File: src/rtl/router_fifo_param.sv
// Router packet FIFO: tagged word storage, 1-cycle registered read, packet length tracking.
// Optional occupancy/almost_full ports are built when ROUTER_FIFO_OCC_EN is defined.
module router_fifo_param #(
    parameter int DATA_WIDTH = 8,
    parameter int DEPTH      = 16,
    parameter int AF_THRESH  = DEPTH - 2
) (
    input  logic                  clock,
    input  logic                  reset,
    input  logic                  soft_reset,
    input  logic                  write_enb,
    input  logic [DATA_WIDTH-1:0] data_in,
    input  logic                  lfd_state,
    input  logic                  read_enb,
    output logic [DATA_WIDTH-1:0] data_out,
    output logic                  rd_valid,
    output logic                  header_out,
    output logic                  full,
    output logic                  empty,
    output logic                  pkt_active,
    output logic                  wr_err
`ifdef ROUTER_FIFO_OCC_EN
    ,
    output logic [$clog2(DEPTH):0] occupancy,
    output logic                   almost_full
`endif
);

    localparam int AW = $clog2(DEPTH);
    localparam int CW = DATA_WIDTH - 1;

    logic [DATA_WIDTH:0]   mem [DEPTH];
    logic [AW:0]           wr_ptr;
    logic [AW:0]           rd_ptr;
    logic [CW-1:0]         count;
    logic                  lfd_d;
    logic                  wr_ok;
    logic                  rd_ok;
    logic                  flush;
    logic [DATA_WIDTH:0]   rd_word;

    assign empty = (wr_ptr == rd_ptr);
    assign full  = (wr_ptr[AW] != rd_ptr[AW]) &&
                   (wr_ptr[AW-1:0] == rd_ptr[AW-1:0]);

    assign flush   = reset || soft_reset;
    assign wr_ok   = write_enb && !full;
    assign rd_ok   = read_enb && !empty;
    assign rd_word = mem[rd_ptr[AW-1:0]];

    assign pkt_active = (count != '0);

`ifdef ROUTER_FIFO_OCC_EN
    localparam logic [AW:0] AF_LVL = (AW + 1)'(AF_THRESH);

    assign occupancy   = wr_ptr - rd_ptr;
    assign almost_full = (occupancy >= AF_LVL);
`endif

    // Storage is not cleared on flush; pointers alone define contents.
    always_ff @(posedge clock) begin
        if (wr_ok && !flush) begin
            mem[wr_ptr[AW-1:0]] <= {lfd_d, data_in};
        end
    end

    always_ff @(posedge clock) begin
        if (flush) begin
            wr_ptr     <= '0;
            rd_ptr     <= '0;
            count      <= '0;
            lfd_d      <= 1'b0;
            data_out   <= '0;
            header_out <= 1'b0;
            rd_valid   <= 1'b0;
            wr_err     <= 1'b0;
        end else begin
            lfd_d    <= lfd_state;
            wr_err   <= write_enb && full;
            rd_valid <= rd_ok;
            if (wr_ok) begin
                wr_ptr <= wr_ptr + (AW + 1)'(1);
            end
            if (rd_ok) begin
                rd_ptr     <= rd_ptr + (AW + 1)'(1);
                data_out   <= rd_word[DATA_WIDTH-1:0];
                header_out <= rd_word[DATA_WIDTH];
                // Header carries payload length; +1 accounts for the parity word.
                if (rd_word[DATA_WIDTH]) begin
                    count <= {1'b0, rd_word[DATA_WIDTH-1:2]} + CW'(1);
                end else if (count != '0) begin
                    count <= count - CW'(1);
                end
            end
        end
    end

endmodule

File: config.mk
export PLATFORM = sky130hd
export DESIGN_NAME = router_fifo_param
export DESIGN_NICKNAME = d
export VERILOG_FILES = /design/src/rtl/router_fifo_param.sv
export SDC_FILE = /design/constraint.sdc
export NUM_CORES = 1
export LEC_CHECK = 0
export ABC_CLOCK_PERIOD_IN_PS = 7400
export CAP_MARGIN = 20
export CORE_UTILIZATION = 40
export CTS_BUF_LIST = sky130_fd_sc_hd__clkbuf_4
export DETAILED_ROUTE_END_ITERATION = 16
export GPL_ROUTABILITY_DRIVEN = 0
export GPL_TIMING_DRIVEN = 0
export PLACE_DENSITY = 0.65
export SYNTH_ARGS = -nofsm -noshare
export SYNTH_HDL_FRONTEND = slang
export SYNTH_SLANG_ARGS = --single-unit
export TNS_END_PERCENT = 5
File: constraint.sdc
create_clock -name clock -period 7.4 [get_ports clock]
set_clock_uncertainty 0.2 [all_clocks]
set_input_delay 1.48 -clock clock [delete_from_list [all_inputs] [get_ports clock]]
set_output_delay 1.48 -clock clock [all_outputs]
set_load 0.03 [all_outputs]
==> results of run 1 <==
## cell type report
cell class | instances | share of cell area, %
diodes | 1 | 0.0307
clock buffers | 19 | 1.75
plain buffers | 22 | 2.06
well taps | 225 | 3.45
multi-input cells | 223 | 24.6
clock inverters | 12 | 1.35
repair buffers | 43 | 5.34
flip-flops and latches | 177 | 61.1
inverters | 7 | 0.322
## layout by cell type (no fill, tap or decap), types with 2 or more instances in the layout
cell type / instances
a21oi_1: 15
a22oi_1: 5
and2_1: 3
buf_1: 3
buf_12: 2
buf_2: 7
buf_4: 5
buf_6: 16
clkbuf_1: 4
clkbuf_4: 19
clkdlybuf4s50_1: 27
clkinv_2: 2
clkinvlp_4: 4
dfxtp_1: 33
edfxtp_1: 144
ha_1: 8
inv_1: 6
inv_6: 3
mux2_2: 2
mux2i_1: 2
mux4_2: 39
nand2_1: 39
nand2b_1: 2
nand3_1: 13
nand3_2: 2
nand4_1: 4
nor2_1: 32
nor2b_1: 3
nor3_1: 2
nor3_2: 4
nor3b_2: 2
o21ai_0: 10
o22ai_1: 3
or2_2: 2
or3_1: 2
or4_1: 2
xnor2_1: 6
xor2_1: 11
## worst max-delay path: stages, from the launching register on
cell and delay [ns]:
dfxtp_1 0.33, buf_2 0.24, xnor2_1 0.16, nand4_1 0.20, nor2b_1 0.15, buf_1 0.27, clkdlybuf4s50_1 0.73
## worst max-delay path by stage
stage | cells after the start | endpoint
after floorplan | 5 | mem[3][0]
after global placement | 6 | mem[0][7]
after detailed placement | 6 | mem[12][5]
after CTS | 6 | full
after global routing | 6 | full
final | 6 | full
## layer usage
metal / part of all wire (%) / track usage (%)
met4: 1.6 / 5.62
met3: 4.2 / 3.70
met2: 50 / 28.2
met1: 45 / 23.2
met5: 0 / 0
## sequential cells by signal, summed over array words and instances, names as in the netlist, named ones only
register	count
lfd_d	1
count	7
header_out	1
wr_ptr	5
rd_ptr	5
data_out	8
mem	144
rd_valid	1
wr_err	1
## cells by family after synthesis
group | count (synthesis)
buffers and inverters | 29
adder cells (fa/ha/maj) | 8
XOR/XNOR | 17
AND/OR/NAND/NOR | 114
multiplexers | 44
AO/OA/AOI/OAI | 40
flip-flops | 177
## where the power goes
group          total, mW  switching (mW)  leakage [nW]  internal [mW]
Combinational     0.0702          0.0411         0.869         0.0291
Sequential          1.08         0.00340          1.57           1.08
Clock              0.502           0.329         0.128          0.173
==> reports/summary.txt, run 1 <==
Outcome -> finished, final reports clean
GR Overflow Total -> 0
Worst R2R Setup Slack -> 4.28 ns
TritonRoute pass-1 iters -> 5
Post-synth top flop -> edfxtp_1
Largest net degree at the start of global routing -> 17
Maximum fanout along the worst path -> 10
Die Ht -> 136 microns
Hold Buf Count CTS -> 0
Clock sink count -> 177
CTS Buf Count -> 17
Biggest area consumer among synthesized cells -> edfxtp_1
Final setup fails -> 0
Total Wirelength -> 14.8 mm
Clock transition at path regs -> 0.13 ns
Chip Width -> 136 microns
First DRT Iteration DRCs -> 237
CP endpoint kind -> output port
Crit path launch type -> flop
Data arrival time of the critical path -> 2.64 ns
R2R depth -> 9
Effective utilization at floorplan -> 41.1%
Yosys top cell area share -> 60.4%
Register area -> 4980 sq um
Static leakage -> 2.56 nW
Largest cells by area after synthesis -> edfxtp_1 60%, mux4_2 12%, dfxtp_1 9.2%
#FFs+latches synth -> 177
Clock root cell -> clkbuf_4
Core box area -> 17400 sq um
Post-synthesis sequential area ratio -> 69.6%
Hold Path Depth -> 2
# fillers -> 1527
Multi-input gate area -> 2000 sq um
Post-Place Cells -> 692
Post-CTS resize count -> 0
Total Power -> 1.65 mW
Max IR drop VDD -> 0.147 mV
RSZ-0062 raised after global routing -> false
Number of global-route vias before repair -> 3857
Final core occ -> 46.8%
Synth warn -> 0
XOR/XNOR share of the synthesized area -> 2.08%
Mapped cell area -> 7160 sq um
Period minus WS final -> 4.32 ns
Clk_lat worst skew -> 0.57 ns
Max-cap violation count -> 0
DPL Wire Length -> 10.2 mm
Mux share of post-synthesis cell area -> 13.2%
Post-CTS Repair Setup Buffers -> 0
Detail Route Antenna Nets -> 0
Power density cells -> 203 nW/um^2
Hold EP -> data_out[7]
Min Hold Slack -> 0.269 ns
Initial antenna violation count -> 1
Relative max-transition margin -> 47.6%
Nets@finish -> 513
Mapped Cells -> 429
Count leader, synth -> edfxtp_1
Gr usage total -> 17.4%
DR vias/cell -> 5.33
Largest family of logic cells by synthesized area -> multiplexers
Post-synth cell types -> 44
IO buf count -> 27
Most common library cells after synthesis -> 144 x edfxtp_1, 39 x mux4_2, 39 x nand2_1, 33 x dfxtp_1, 32 x nor2_1
Drt wl/cell -> 20.3 microns
H-tree depth -> 4
First-pass GRT wire length -> 22.7 mm
Mean post-synth cell area -> 16.7 sq um
Worst EP required -> 5.72 ns
Post-Synth Simple-Gate Area -> 7.53%
Design area -> 8150 sq um
Tightest Hold Check Type -> flop to flop
Async SR Flop Fraction -> 0%
Fmax -> 0.231 GHz
FP Rows -> 48
Non-filler cells, final -> 729
Drt drc -> 0
Layout area overhead -> 13.9%
CTS tree -> yes
Hold Startpoint -> data_out[7]
Max-slew violations -> 0
Layout cells sized above 1 -> 23.3%
Worst R2R Start -> wr_ptr[2]
Placed Area -> 7850 sq um
Post-synthesis compound-gate area fraction -> 3.44%
Number of flops mapped to enable cells by yosys -> 144
Die Area -> 18400 sq um
I/O pins -> 28
Fin. Hold Viols -> 0
Post-Synth Adder-Cell Area -> 1.40%
Worst-Margin Slew -> 0.784 ns
RR Endpoint -> mem[6][5]
Critical path origin -> wr_ptr[2]
CTS Buffer Depth -> 2
Final Cycle Share -> 58.4%
Setup CP Type -> flop to output port
Fin Setup TNS -> 0 ns
Place WS -> 2.85 ns
Mapped Nets -> 451
Smallest setup slack after layout -> 3.08 ns
Via Count -> 3889
Power figures use the tool's default switching activity.
==> inputs of run 2 (changes only) <==
--- a/config.mk
+++ b/config.mk
@@ -5,7 +5,7 @@
 export SDC_FILE = /design/constraint.sdc
 export NUM_CORES = 1
 export LEC_CHECK = 0
-export ABC_CLOCK_PERIOD_IN_PS = 7400
+export ABC_CLOCK_PERIOD_IN_PS = 4100
 export CAP_MARGIN = 20
 export CORE_UTILIZATION = 40
 export CTS_BUF_LIST = sky130_fd_sc_hd__clkbuf_4
==> constraint.sdc (replaced) <==
create_clock -name clock -period 4.1 [get_ports clock]
set_clock_uncertainty 0.2 [all_clocks]
set_input_delay 0.82 -clock clock [delete_from_list [all_inputs] [get_ports clock]]
set_output_delay 0.82 -clock clock [all_outputs]
set_load 0.03 [all_outputs]
==> results of run 2 <==
Same layout as run 1 (identical final DEF). Status: finished, final reports clean.
Main changes from that run: setup slack after placement 2.85 ns -> 0.206 ns; setup slack after layout 3.08 ns -> 0.438 ns; register-to-register setup slack 4.28 ns -> 0.98 ns; total power 1.65 mW -> 2.98 mW; worst IR drop on VDD 0.147 mV -> 0.265 mV
